--- config.mk ---
export PLATFORM = sky130hd
export DESIGN_NAME = cla_seq_adder_ctrl_flat
export DESIGN_NICKNAME = d
export VERILOG_FILES = /design/src/rtl/cla_seq_adder_ctrl_if.sv /design/src/rtl/cla_seq_adder_ctrl.sv /design/src/flat_wrapper.sv
export SDC_FILE = /design/constraint.sdc
export NUM_CORES = 1
export LEC_CHECK = 0
export BUFFER_PORTS_ARGS = -buffer_cell sky130_fd_sc_hd__buf_4
export CAP_MARGIN = 40
export CORE_MARGIN = 4
export CORE_UTILIZATION = 54
export CTS_BUF_LIST = sky130_fd_sc_hd__clkbuf_4 sky130_fd_sc_hd__clkbuf_8 sky130_fd_sc_hd__clkbuf_16
export DETAILED_ROUTE_END_ITERATION = 8
export PLACE_DENSITY = 0.79
export RECOVER_POWER = 50
export SLEW_MARGIN = 20
export SYNTH_ARGS = -nofsm -noshare
export SYNTH_HDL_FRONTEND = slang
export SYNTH_SLANG_ARGS = --single-unit
--- constraint.sdc ---
create_clock -name clk -period 2.2 [get_ports clk]
set_input_delay 0.11 -clock clk [delete_from_list [all_inputs] [get_ports clk]]
set_output_delay 0.11 -clock clk [all_outputs]
set_load 0.02 [all_outputs]
--- src/rtl/cla_seq_adder_ctrl_if.sv ---
// Handshake and operand/result bundle for cla_seq_adder_ctrl.
// The sub select exists only when CLA_SUB_EN is defined.
interface cla_seq_adder_ctrl_if #(
    parameter int WIDTH = 16
);
    logic             in_valid;
    logic             in_ready;
    logic [WIDTH-1:0] a;
    logic [WIDTH-1:0] b;
    logic             cin;
`ifdef CLA_SUB_EN
    logic             sub;
`endif
    logic             out_valid;
    logic             out_ready;
    logic [WIDTH-1:0] sum;
    logic             cout;
    logic             ovf;
    logic             busy;

`ifdef CLA_SUB_EN
    modport master (
        output in_valid, a, b, cin, sub, out_ready,
        input  in_ready, out_valid, sum, cout, ovf, busy
    );
    modport slave (
        input  in_valid, a, b, cin, sub, out_ready,
        output in_ready, out_valid, sum, cout, ovf, busy
    );
`else
    modport master (
        output in_valid, a, b, cin, out_ready,
        input  in_ready, out_valid, sum, cout, ovf, busy
    );
    modport slave (
        input  in_valid, a, b, cin, out_ready,
        output in_ready, out_valid, sum, cout, ovf, busy
    );
`endif
endinterface

--- src/rtl/cla_seq_adder_ctrl.sv ---
// Nibble-serial adder: one 4-bit lookahead slice reused over WIDTH/4 steps, LSB first.
// Optional subtract mode is enabled by defining CLA_SUB_EN.
module carry_lookahead_4bits (
    output logic [3:0] s,
    output logic       cout,
    input  logic [3:0] a,
    input  logic [3:0] b,
    input  logic       cin
);
    logic [3:0] g;
    logic [3:0] p;
    logic [4:0] c;

    for (genvar gi = 0; gi < 4; gi++) begin : g_gp
        assign g[gi] = a[gi] & b[gi];
        assign p[gi] = a[gi] ^ b[gi];
        assign s[gi] = p[gi] ^ c[gi];
    end

    // Carries are flattened so every one depends only on g, p and cin.
    assign c[0] = cin;
    assign c[1] = g[0] | (p[0] & cin);
    assign c[2] = g[1] | (p[1] & g[0]) | (p[1] & p[0] & cin);
    assign c[3] = g[2] | (p[2] & g[1]) | (p[2] & p[1] & g[0]) | (p[2] & p[1] & p[0] & cin);
    assign c[4] = g[3] | (p[3] & g[2]) | (p[3] & p[2] & g[1]) | (p[3] & p[2] & p[1] & g[0])
                | (p[3] & p[2] & p[1] & p[0] & cin);
    assign cout = c[4];
endmodule

module cla_seq_adder_ctrl #(
    parameter int WIDTH = 16
) (
    input  logic                 clk,
    input  logic                 rst,
    cla_seq_adder_ctrl_if.slave  bus
);
    localparam int NSLICE = WIDTH / 4;
    localparam int CW     = (NSLICE > 1) ? $clog2(NSLICE) : 1;
    localparam logic [CW-1:0] LAST = CW'(NSLICE - 1);

    typedef enum logic [1:0] {IDLE, RUN, DONE} state_t;

    state_t           state_reg;
    logic [WIDTH-1:0] opa_reg;
    logic [WIDTH-1:0] opb_reg;
    logic [WIDTH-1:0] sum_reg;
    logic [WIDTH-1:0] sum_next;
    logic [CW-1:0]    cnt_reg;
    logic             carry_reg;
    logic             cout_reg;
    logic             ovf_reg;
    logic             sa_reg;
    logic             sb_reg;
    logic             in_ready_reg;
    logic             out_valid_reg;
    logic             busy_reg;

    logic [WIDTH-1:0] b_eff;
    logic             c_eff;
    logic [3:0]       slice_s;
    logic             slice_c;

`ifdef CLA_SUB_EN
    // Two's-complement subtraction: invert b and force the carry-in.
    assign b_eff = bus.sub ? ~bus.b : bus.b;
    assign c_eff = bus.sub ? 1'b1 : bus.cin;
`else
    assign b_eff = bus.b;
    assign c_eff = bus.cin;
`endif

    carry_lookahead_4bits u_slice (
        .s    (slice_s),
        .cout (slice_c),
        .a    (opa_reg[3:0]),
        .b    (opb_reg[3:0]),
        .cin  (carry_reg)
    );

    // New nibble enters at the top so the LSB nibble lands at bit 0 after NSLICE steps.
    always_comb begin
        sum_next = sum_reg >> 4;
        sum_next[WIDTH-1 -: 4] = slice_s;
    end

    always_ff @(posedge clk or posedge rst) begin
        if (rst) begin
            state_reg     <= IDLE;
            opa_reg       <= '0;
            opb_reg       <= '0;
            sum_reg       <= '0;
            cnt_reg       <= '0;
            carry_reg     <= 1'b0;
            cout_reg      <= 1'b0;
            ovf_reg       <= 1'b0;
            sa_reg        <= 1'b0;
            sb_reg        <= 1'b0;
            in_ready_reg  <= 1'b1;
            out_valid_reg <= 1'b0;
            busy_reg      <= 1'b0;
        end else begin
            case (state_reg)
                IDLE: begin
                    if (bus.in_valid) begin
                        opa_reg      <= bus.a;
                        opb_reg      <= b_eff;
                        carry_reg    <= c_eff;
                        cnt_reg      <= '0;
                        sa_reg       <= bus.a[WIDTH-1];
                        sb_reg       <= b_eff[WIDTH-1];
                        state_reg    <= RUN;
                        in_ready_reg <= 1'b0;
                        busy_reg     <= 1'b1;
                    end
                end
                RUN: begin
                    sum_reg   <= sum_next;
                    opa_reg   <= opa_reg >> 4;
                    opb_reg   <= opb_reg >> 4;
                    carry_reg <= slice_c;
                    cnt_reg   <= cnt_reg + CW'(1);
                    if (cnt_reg == LAST) begin
                        cout_reg      <= slice_c;
                        ovf_reg       <= (sa_reg == sb_reg) && (slice_s[3] != sa_reg);
                        state_reg     <= DONE;
                        out_valid_reg <= 1'b1;
                    end
                end
                DONE: begin
                    if (bus.out_ready) begin
                        state_reg     <= IDLE;
                        out_valid_reg <= 1'b0;
                        in_ready_reg  <= 1'b1;
                        busy_reg      <= 1'b0;
                    end
                end
                default: begin
                    state_reg     <= IDLE;
                    out_valid_reg <= 1'b0;
                    in_ready_reg  <= 1'b1;
                    busy_reg      <= 1'b0;
                end
            endcase
        end
    end

    assign bus.in_ready  = in_ready_reg;
    assign bus.out_valid = out_valid_reg;
    assign bus.busy      = busy_reg;
    assign bus.sum       = sum_reg;
    assign bus.cout      = cout_reg;
    assign bus.ovf       = ovf_reg;
endmodule

--- src/flat_wrapper.sv ---
// flat-port wrapper written by rule: the top's interface ports become plain ports
module cla_seq_adder_ctrl_flat 
#(
    parameter int WIDTH = 16
)
  (clk, rst, bus_in_valid, bus_a, bus_b, bus_cin, bus_out_ready, bus_in_ready, bus_out_valid, bus_sum, bus_cout, bus_ovf, bus_busy);
  cla_seq_adder_ctrl_if #(.WIDTH(WIDTH)) bus_i ();
  input  logic clk;
  input  logic rst;
  input wire logic [$bits(bus_i.in_valid)-1:0] bus_in_valid;
  input wire logic [$bits(bus_i.a)-1:0] bus_a;
  input wire logic [$bits(bus_i.b)-1:0] bus_b;
  input wire logic [$bits(bus_i.cin)-1:0] bus_cin;
  input wire logic [$bits(bus_i.out_ready)-1:0] bus_out_ready;
  output wire logic [$bits(bus_i.in_ready)-1:0] bus_in_ready;
  output wire logic [$bits(bus_i.out_valid)-1:0] bus_out_valid;
  output wire logic [$bits(bus_i.sum)-1:0] bus_sum;
  output wire logic [$bits(bus_i.cout)-1:0] bus_cout;
  output wire logic [$bits(bus_i.ovf)-1:0] bus_ovf;
  output wire logic [$bits(bus_i.busy)-1:0] bus_busy;
  assign bus_i.in_valid = bus_in_valid;
  assign bus_i.a = bus_a;
  assign bus_i.b = bus_b;
  assign bus_i.cin = bus_cin;
  assign bus_i.out_ready = bus_out_ready;
  assign bus_in_ready = bus_i.in_ready;
  assign bus_out_valid = bus_i.out_valid;
  assign bus_sum = bus_i.sum;
  assign bus_cout = bus_i.cout;
  assign bus_ovf = bus_i.ovf;
  assign bus_busy = bus_i.busy;
  cla_seq_adder_ctrl #(.WIDTH(WIDTH)) u_core (.clk(clk), .rst(rst), .bus(bus_i));
endmodule
# After elaboration in Yosys (flattened, before gate mapping)
# Cells that the tools add are included.
word_totals:
  ff_bits: 60
  input_bits: 37
  output_inout_bits: 21
  word_cells: 91
classes:
  add_sub_neg: 1
  eq_ne: 8
  muxes: 20
  bitwise: 40
  n_reduce_logical: 9
op_table:
  columns: ["op", "count"]
  rows:
  - ["one-hot mux 16 bit (2 select lines)", 2]
  - ["two-way mux 16 bit", 2]
  - ["bitwise AND 1 bit", 20]
  - ["bitwise OR 1 bit", 10]
  - ["one-hot mux 1 bit (3 select lines)", 3]
  - ["AND reduction 3 bit", 3]
  - ["two-way mux 2 bit", 4]
  - ["XOR 1 bit", 8]
  - ["two-way mux 1 bit", 6]
  - ["one-hot mux 2 bit (3 select lines)", 1]
  - ["AND reduction 2 bit", 3]
  - ["== test 2 bit, second input constant", 2]
  - ["inequality test 2 bit, second input constant", 2]
  - ["one-hot mux 2 bit (2 select lines)", 1]
  - ["adder 2 x 1 -> 2 bit, second input constant", 1]
  - ["== test 2 x 1 -> 1 bit, second input constant", 1]
  - ["logical NOT 2 bit", 1]
  - ["inequality test 2 x 1 -> 1 bit, second input constant", 1]
  - ["NOT 1 bit", 2]
  - ["one-hot mux 1 bit (2 select lines)", 1]
  - ["nonzero test 2 bit", 1]
  - ["== test 1 bit", 1]
  - ["logical AND 1 bit", 1]
  - ["inequality test 1 bit", 1]

# Longest topological paths before layout
# Gate-level depths: netlist (run 1).
logic_depth:
  word_depth: 8
  mapped_depth: 7

# Cells and area by module
# A second synthesis (run 1) with hierarchy kept.
hier_totals:
  cells_unflattened: 258
  hier_area_um2: 2806.4
modules_own_cells:
  columns: ["mod", "instances", "cells_per_inst", "area_per_inst_um2"]
  rows:
  - ["cla_seq_adder_ctrl", 1, 240, 2655.0]
  - ["carry_lookahead_4bits", 1, 18, 151.4]

# Least setup slack after synthesis (run 1)
# No wires, ideal clock.
synth_path:
  kind: "flip-flop to flip-flop"
  startpoint: "register u_core.opb_reg[0]"
  endpoint: "register u_core.ovf_reg, in the netlist u_core.bus.ovf"
  setup_time_ns: 0.069
  arrival_ns: 1.642
  required_ns: 2.131
  path_slack_ns: 0.489
  path_stages_with_launch: 6
  n_path_buf: 0
  period_less_slack_ns: 1.711
  cell_sequence: "dfrtp_1 ha_1 a21o_1 and4_1 or4_1 nand3_1"
synth_via:
  elab_chain_cells: 7
  elab_cells_between_ends: 10
  classes_between: "1 x eq/ne; 8 x bitwise; 1 x reduce/logical"
synth_rtl:
  columns: ["item", "line_no", "text"]
  rows:
  - ["start: declaration", "cla_seq_adder_ctrl.sv:45", "logic [WIDTH-1:0] opb_reg;"]
  - ["start signal: assignment", "cla_seq_adder_ctrl.sv:119", "opb_reg <= opb_reg >> 4;"]
  - ["bitwise AND 1 bit / XOR 1 bit (equally long branches)", "cla_seq_adder_ctrl.sv:15, cla_seq_adder_ctrl.sv:16", null]
  - ["bitwise AND 1 bit", "cla_seq_adder_ctrl.sv:24", "assign c[3] = g[2] | (p[2] & g[1]) | (p[2] & p[1] & g[0]) | (p[2] & p[1] & p[0] & cin);"]
  - ["bitwise OR 1 bit / bitwise AND 1 bit (equally long branches)", "cla_seq_adder_ctrl.sv:24", null]
  - ["bitwise OR 1 bit (*)", "cla_seq_adder_ctrl.sv:24", null]
  - ["XOR 1 bit (*)", "cla_seq_adder_ctrl.sv:17", "assign s[gi] = p[gi] ^ c[gi];"]
  - ["inequality test 1 bit (*)", "cla_seq_adder_ctrl.sv:124", "ovf_reg <= (sa_reg == sb_reg) && (slice_s[3] != sa_reg);"]
  - ["logical AND 1 bit (*)", "cla_seq_adder_ctrl.sv:124", null]
  - ["end signal: assignment", "cla_seq_adder_ctrl.sv:124", null]
  - ["end: declaration", "cla_seq_adder_ctrl.sv:51", "logic ovf_reg;"]
# Mark *: on every way between the ends. The rest lies on a longest branch, timed or not.
# A chain may end at the register's enable or synchronous reset.

# Worst setup path in the final report (run 1)
# Same ends and word-level chain as after synthesis.

==> results of run 1 <==
==> cell families (layout without fill, tap and decap cells) <==
logic type	Yosys count	count (layout)	synth area share, %
AND/OR/NAND/NOR	104	104	16.2
flip-flops	60	60	55.7
AO/OA/AOI/OAI	56	56	11.4
multiplexers	24	24	8.99
buffers and inverters	21	89	4.08
adder cells (fa/ha/maj)	6	6	3.06
XOR/XNOR	2	2	0.649
==> power breakdown <==
part / internal (W) / switching, W
registers: 0.00157 / 0.000305
logic: 0.000713 / 0.00119
clock network: 0.000537 / 0.000402
total: 0.00282 / 0.00190
==> layer usage <==
metal / vias to the layer above / track usage [%] / routed length [um]
met2: 53 / 31.7 / 2750
met5: - / 0 / 0
li1: 1043 / - / -
met3: 7 / 4.42 / 329
met1: 1027 / 23.9 / 2440
met4: 0 / 10.8 / 76
==> path summary, 6_finish.rpt <==
path / startpoint / endpoint / slack, ns
max: u_core.opb_reg[0]$_DFFE_PP0P_ / u_core.bus.ovf$_DFFE_PP0P_ / 0.43
min: bus_b[15] / u_core.sb_reg$_DFFE_PP0P_ / 0.03
max reg2reg: u_core.opb_reg[0]$_DFFE_PP0P_ / u_core.bus.ovf$_DFFE_PP0P_ / 0.43
min reg2reg: u_core.bus.busy$_DFFE_PP0P_ / u_core.bus.busy$_DFFE_PP0P_ / 0.48
max in group asynchronous: rst / u_core.bus.in_ready$_DFFE_PP1P_ / 0.81
min in group asynchronous: rst / u_core.bus.sum[7]$_DFFE_PP0P_ / 0.60
==> worst register-to-register path: stages, from the launching register on <==
cell and delay [ns]:
dfrtp_1 0.38, ha_1 0.30, a21o_1 0.19, and4_1 0.23, or4_1 0.52, nand3_1 0.09
==> area by class of cell <==
cell class,instances,area [sq um]
Tap cell,67,83.8
Multi-Input combinational cell,192,1080
Timing Repair Buffer,70,495
Inverter,4,15.0
Sequential cell,60,1500
Clock buffer,14,186
Clock inverter,1,5.00
Fill cell,409,1420
==> metrics by stage <==
stage | power [W] | std cells | hold slack [ns]
after floorplan | 0.00331 | 273 | 0.227
after global placement | 0.00385 | 385 | 0.219
after detailed placement | 0.00394 | 385 | 0.224
after CTS | 0.00490 | 408 | 0.000833
after global routing | 0.00510 | 408 | 0.0165
final | 0.00472 | 408 | 0.0265
==> cell usage in the layout (no fill, tap or decap), drive strengths merged, types with 2 or more instances in the layout <==
master       Yosys  routed
nor3             2       2
a21o             2       2
mux2             2       2
ha               5       5
mux2i           22      22
xor2             2       2
nand2           85      85
inv              4       4
a21oi            6       6
o21ai           40      40
nor2             7       7
clkbuf           9      35
dlygate4sd3      0       8
nand2b           2       2
buf              8      41
dfrtp           59      59
a22o             2       2
==> impl_metrics.tcl, run 1 <==
set metrics [dict create \
    dp_hpwl_um 3680 \
    ant_nets 0 \
    finalSetupViolCount 0 \
    worstPathCellList "ha_1 -> a21o_1 -> and4_1 -> or4_1 -> nand3_1" \
    max_stage_delay_ns 0.52 \
    fin_crit_sh_pct 80.6 \
    rsz0062_at_grt "false" \
    syn_to_final_growth_pct 24.8 \
    postSynth.asyncResetShare_pct 100 \
    final_area_sq_um 3370 \
    via_per_inst 5.22 \
    grt_pass1_wl_um 9210 \
    nNetsFinal 380 \
    synth_edf_count 0 \
    cts_buffers 9 \
    netlist_top_cells_count "nand2_1 (85), dfrtp_1 (59), o21ai_0 (40)" \
    drc 0 \
    worstPathBufferInverterCount 0 \
    yosysMostFrequentCell "nand2_1" \
    r2r_cells 5 \
    drv_slew 0 \
    syn_inst 273 \
    htreeDepth 3 \
    ir_drop_uv 715 \
    cts.clk_slew.worst_paths_ns 0.07 \
    grt_max_degree 62 \
    die_w_um 78.7 \
    io_buffers 57 \
    root_buffer "clkbuf_8" \
    power-per-cell-area_nw_per_um2 1400 \
    placed_area_sq_um 3190 \
    synth_area_sq_um 2700 \
    yosysSeqAreaShare_pct 55.7 \
    fmax_ghz 0.564 \
    path_max_fanout 4 \
    syn_nets 316 \
    postCtsSetupBuffers 0 \
    synth_top_area_share_pct 54.7 \
    first_global_vias 2068 \
    overflow 0 \
    cts_tree "done" \
    track_usage_pct 19.4 \
    numClockSinks 60 \
    start_kind "flop" \
    final_util_pct 70.4 \
    syn_area_per_cell_sq_um 9.89 \
    ys_ff_latch 60 \
    num_rows 25 \
    cp_top_family "simple AND/OR/NAND/NOR gates" \
    worstPathRequired_ns 2.47 \
    crit_path_end_kind "flop" \
    vias 2130 \
    antennaDiodeCount 0 \
    wl_per_cell_um 13.7 \
    cts_resized 0 \
    gp_congestion 0.785 \
    drt_iter0_markers 123 \
    clock_path_buffers 2 \
    core_sq_um 4790 \
    pin_count 58 \
    hold_depth 2 \
    hold_buffers 8 \
    max-cap-violations 0 \
    antenna_found_initial 0 \
    worstMarginPinSlew_ns 1.07 \
    hold_path.class "input port to flop" \
    cp.depth 5 \
    status "finished clean" \
    ys_top_cells_by_area "dfrtp_1 (55%), nand2_1 (12%), mux2i_1 (8.2%)" \
    fin_worst_skew_ns 0.00936 \
    dieArea_sq_um 6200 \
    die_h_um 78.7 \
    initial_core_util_pct 56.4 \
    criticalPathCategory "flop to flop" \
    routed_wl_um 5600 \
    synth_top_area_cell "dfrtp_1" \
    setup_tns_ns 0 \
    clk_latency_ns 0.33 \
    netlist-cell-type-count 34 \
    dp_slack_ns 0.430 \
    cpMaxStageDelayCell "or4_1" \
    critPathArrivalTime_ns 2.04 \
    firstDrtPassIters 4 \
    setup_ws_ns 0.427 \
    hold_viol_final 0 \
    slew_headroom_pct 28.4 \
    yosys_warnings 0 \
    period_minus_slack_ns 1.77 \
    synthFlopType "dfrtp_1" \
    drive_gt1_share_pct 18.2 \
    p_leak_nw 1.58 \
]
Note: power is estimated with default switching activity, not from simulation.
==> run 2: changes to the inputs <==
- CORE_UTILIZATION: 54 -> 49
- PLACE_DENSITY: 0.79 -> 0.76
- clock period: 2.2 -> 1.48 ns (I/O delays scaled with it)
==> run 2 against run 1 <==
The flow now finishes with violations (negative setup slack). Sequential cell count stayed put. Die area increased by 9.1%. Design area grew 18%. Hold slack got worse by 0.020 ns. Sequential power up 51%. Total power increased by 85%. Critical path type unchanged. Largest cell class unchanged. Highest routed layer unchanged.
==> impl_metrics.tcl, run 2 (synthesized netlist as in run 1, its figures left out) <==
set metrics [dict create \
    worstPathRequired_ns 1.76 \
    drv_slew 0 \
    cts_tree "done" \
    fin_worst_skew_ns 0.00641 \
    final_common_cell "nand2_1" \
    power-per-cell-area_nw_per_um2 2190 \
    root_buffer "clkbuf_8" \
    antennaDiodeCount 0 \
    clkPwrFrac_pct 17.5 \
    cts.clk_slew.worst_paths_ns 0.07 \
    fin_crit_sh_pct 111 \
    status "finished, violations left" \
    finalNonFillerCells 447 \
    rsz0062_at_grt "true" \
    routed_wl_um 6750 \
    combPwrFrac_pct 50.0 \
    wl_per_cell_um 15.1 \
    clock_path_buffers 2 \
    criticalPathCategory "flop to flop" \
    critPathArrivalTime_ns 1.93 \
    total_power_w 0.00874 \
    core_sq_um 5240 \
    start_kind "flop" \
    drive_gt1_share_pct 35.8 \
    cts_buffers 9 \
    grt_pass1_wl_um 10800 \
    die_h_um 82.2 \
    max-cap-violations 0 \
    gp_congestion 0.781 \
    worstMarginPinSlew_ns 0.805 \
    hold_viol_final 0 \
    period_minus_slack_ns 1.65 \
    track_usage_pct 21.5 \
    die_w_um 82.2 \
    antenna_found_initial 0 \
    p_sw_w 0.00337 \
    p_leak_nw 1.90 \
    dp_hpwl_um 4100 \
    ant_nets 0 \
    clk_latency_ns 0.34 \
    ir_drop_uv 1060 \
    failed_checks "negative setup slack" \
    p_sw_share_pct 38.5 \
    pwr-share-seq_pct 32.5 \
    vias 2304 \
    via_per_inst 5.15 \
    fmax_ghz 0.606 \
    crit_path_end_kind "flop" \
    slew_headroom_pct 46.3 \
    grt_max_degree 61 \
    dieArea_sq_um 6760 \
    numClockSinks 60 \
    fillers 348 \
    first_global_vias 2306 \
    hold_path.class "input port to flop" \
    intPower_w 0.00537 \
    drt_iter0_markers 180 \
    syn_to_final_growth_pct 47.6 \
    io_buffers 57 \
    place_inst 407 \
    pin_count 58 \
    firstDrtPassIters 4 \
    setup_ws_ns -0.170 \
    nNetsFinal 415 \
    final_cell_mix "nand2_1 (84), buf_4 (77), dfrtp_1 (59)" \
    overflow 0 \
    num_rows 26 \
    drc 0 \
    initial_core_util_pct 51.6 \
    path_max_fanout 4 \
    htreeDepth 3 \
    finalSetupViolCount 21 \
]
==> run 2: area by class of cell <==
type / instances / area [sq um] / area share (%)
clock buffers: 12 / 159 / 3.99
inverters: 4 / 18.8 / 0.471
repair buffers: 105 / 935 / 23.5
multi-input cells: 192 / 1230 / 31.0
well taps: 70 / 87.6 / 2.20
flip-flops and latches: 60 / 1500 / 37.7
clock inverters: 4 / 47.5 / 1.19
==> run 2: what timing repair did <==
action	CTS	global route
gates resized for setup	7	57
endpoints found under the hold margin	72	0
gates cloned	2	0
setup endpoints to repair	20	38
pin swaps	1	9
setup buffers	4	9
hold buffers	11	0
==> run 2: through the flow <==
stage	hold WS [ns]	util (%)	setup slack [ns]	setup TNS (ns)	instance area, sq um
2_1_floorplan	0.180	-	-0.0889	-0.0889	2720
3_3_place_gp	0.185	64.4	-0.0761	-0.0830	3370
3_5_place_dp	0.189	64.4	-0.117	-0.354	3370
4_1_cts	0.0123	72.9	-0.126	-0.590	3820
5_1_grt	0.00286	76.1	-0.213	-3.05	3990
6_report	0.00614	76.1	-0.170	-1.16	3990
==> run 2: layer usage <==
layer	GRT usage, %	part of all wire, %
met4	8.14	1.5
met5	0	0
met1	27.1	42
met2	34.8	51
met3	6.62	5.8
==> run 2: final timing paths <==
check	from	depth (start not counted)	endpoint	slack [ns]
max in group asynchronous	rst	4	u_core.carry_reg$_DFFE_PP0P_	0.39
min in group asynchronous	rst	4	u_core.state_reg[1]$_DFFE_PP0P_	0.55
min reg2reg	u_core.bus.sum[2]$_DFFE_PP0P_	2	u_core.bus.sum[2]$_DFFE_PP0P_	0.48
min	bus_a[3]	3	u_core.opa_reg[3]$_DFFE_PP0P_	0.006
max	u_core.opb_reg[0]$_DFFE_PP0P_	5	u_core.bus.ovf$_DFFE_PP0P_	-0.17
max reg2reg	u_core.opb_reg[0]$_DFFE_PP0P_	5	u_core.bus.ovf$_DFFE_PP0P_	-0.17
==> run 2: power groups by stage <==
stage,Combinational [W],Clock (W),Sequential [W]
2_1_floorplan,0.00197,0,0.00297
3_3_place_gp,0.00341,0,0.00277
3_5_place_dp,0.00349,0,0.00281
4_1_cts,0.00380,0.00155,0.00280
5_1_grt,0.00482,0.00164,0.00292
6_report,0.00437,0.00153,0.00284
==> run 2: worst max-delay path, stage by stage (launching register included) <==
cell and delay (ns):
dfrtp_1 0.39, ha_1 0.34, a21o_1 0.20, and4_4 0.18
or4_1 0.40, nand3_1 0.08
==> run 3: changes to the inputs <==
- PLACE_DENSITY: 0.76 -> unset
- PLACE_DENSITY_LB_ADDON: unset -> 0.3
==> run 3 against run 2 <==
Final cell count down 0.67%. The run still ends with negative setup slack left. Critical path type unchanged. Largest power group unchanged. Critical path depth unchanged. Critical endpoint unchanged. Sequential share of layout area increased by 1.1 points. Global-route usage is 1.5 points lower. Routed wire length shrank 8.8%. Clock-buffer cell count fell by 1.
==> impl_metrics.tcl, run 3 (synthesized netlist as in run 1, its figures left out) <==
set metrics [dict create \
    fin_worst_skew_ns 0.00491 \
    pwr-share-seq_pct 33.4 \
    syn_to_final_growth_pct 43.3 \
    status "finished, violations left" \
    wl_per_cell_um 13.9 \
    gp_congestion 0.757 \
    clock_path_buffers 2 \
    criticalPathCategory "flop to flop" \
    p_sw_w 0.00314 \
    clk_latency_ns 0.34 \
    critPathArrivalTime_ns 1.93 \
    p_sw_share_pct 37.2 \
    drive_gt1_share_pct 33.4 \
    drt_iter0_markers 75 \
    slew_headroom_pct 46.8 \
    firstDrtPassIters 4 \
    root_buffer "clkbuf_8" \
    hold_viol_final 0 \
    start_kind "flop" \
    grt_pass1_wl_um 10300 \
    ir_drop_uv 1150 \
    die_h_um 82.2 \
    track_usage_pct 20.1 \
    path_max_fanout 2 \
    min_from "bus_b[0]" \
    grt_max_degree 61 \
    p_leak_nw 1.86 \
    first_global_vias 2236 \
    worstMarginPinSlew_ns 0.798 \
    crit_path_end_kind "flop" \
    worstHoldEndpoint "u_core.opb_reg[0]$_DFFE_PP0P_" \
    antenna_found_initial 0 \
    antennaDiodeCount 0 \
    finalSetupViolCount 10 \
    rrSetupSlack_ns -0.18 \
    drv_slew 0 \
    final_cell_mix "nand2_1 (85), buf_4 (81), dfrtp_1 (59)" \
    hold_depth 3 \
    die_w_um 82.2 \
    cts.clk_slew.worst_paths_ns 0.06 \
    dp_hpwl_um 3910 \
    failed_checks "negative setup slack" \
    combPwrFrac_pct 47.2 \
    num_rows 26 \
    cts_tree "done" \
    total_power_w 0.00844 \
    max-cap-violations 0 \
    r2r_cells 5 \
    fin_crit_sh_pct 112 \
    pin_count 58 \
    fmax_ghz 0.603 \
    drc 0 \
    rsz0062_at_grt "true" \
    r2r_end "u_core.bus.ovf$_DFFE_PP0P_" \
    dp_slack_ns -0.127 \
    htreeDepth 3 \
    intPower_w 0.00530 \
    core_sq_um 5240 \
    clkPwrFrac_pct 19.4 \
    cts_buffers 9 \
    setup_ws_ns -0.178 \
    nNetsFinal 412 \
    dieArea_sq_um 6760 \
    rr_startpoint "u_core.cnt_reg[0]$_DFFE_PP0P_" \
    initial_core_util_pct 51.6 \
    numClockSinks 60 \
    setup_tns_ns -0.270 \
    power-per-cell-area_nw_per_um2 2180 \
    overflow 0 \
    via_per_inst 5.06 \
    routed_wl_um 6160 \
    vias 2245 \
    period_minus_slack_ns 1.66 \
    ant_nets 0 \
    worstPathRequired_ns 1.76 \
    io_buffers 57 \
    final_common_cell "nand2_1" \
    hold_path.class "input port to flop" \
]
==> run 3: stage by stage <==
stage               cell area, sq um  instances  utilization, %  hold slack [ns]
finish                          3870        444            73.9           0.0185
global route                    3870        444            73.9           0.0274
CTS                             3830        439            73.2           0.0189
detailed placement              3370        406            64.3            0.187
global placement                3370        406            64.3            0.185
floorplan                       2720        273               -            0.180
==> run 3: worst max-delay path, stage by stage (launching register included) <==
cell	delay, ns
dfrtp_1	0.40
ha_4	0.17
nand3b_4	0.08
or3_1	0.32
or4_1	0.55
nand3_1	0.08
==> run 3: how the worst max path moves through the flow <==
| stage | startpoint | endpoint |
|---|---|---|
| finish | u_core.cnt_reg[0]$_DFFE_PP0P_ | u_core.bus.ovf$_DFFE_PP0P_ |
| global route | u_core.cnt_reg[1]$_DFFE_PP0P_ | u_core.bus.ovf$_DFFE_PP0P_ |
| CTS | u_core.cnt_reg[1]$_DFFE_PP0P_ | u_core.bus.ovf$_DFFE_PP0P_ |
| detailed placement | u_core.opb_reg[2]$_DFFE_PP0P_ | u_core.bus.ovf$_DFFE_PP0P_ |
| global placement | u_core.cnt_reg[1]$_DFFE_PP0P_ | u_core.bus.ovf$_DFFE_PP0P_ |
| floorplan | u_core.state_reg[1]$_DFFE_PP0P_ | u_core.bus.ovf$_DFFE_PP0P_ |
==> run 3: power groups by stage <==
stage	Combinational [W]	Sequential, W	Clock [W]
4_1_cts	0.00384	0.00282	0.00165
6_report	0.00398	0.00282	0.00163
5_1_grt	0.00441	0.00289	0.00173
3_3_place_gp	0.00340	0.00277	0
3_5_place_dp	0.00349	0.00280	0
2_1_floorplan	0.00197	0.00297	0
==> run 3: final cells by class <==
type | count | area [sq um]
clock buffer | 11 | 145
clock inverter | 5 | 75.1
fill | 369 | 1370
inverter | 4 | 18.8
multi-input combinational | 192 | 1180
sequential | 60 | 1500
tap | 70 | 87.6
timing repair buffer | 102 | 862
==> run 3: what timing repair did <==
action,CTS,global route
pin swaps,4,4
endpoints found under the hold margin,71,0
hold buffers,11,0
resized for setup,14,6
gates cloned,1,0
setup endpoints to repair,20,35
setup buffers,5,5
==> run 3: per-layer routing <==
layer	track usage, %	vias to the layer above	part of all wire [%]
li1	-	1105	-
met1	25.1	1062	41
met3	4.88	13	6.3
met2	32.4	65	50
met4	10.1	0	2.2
met5	0	-	0
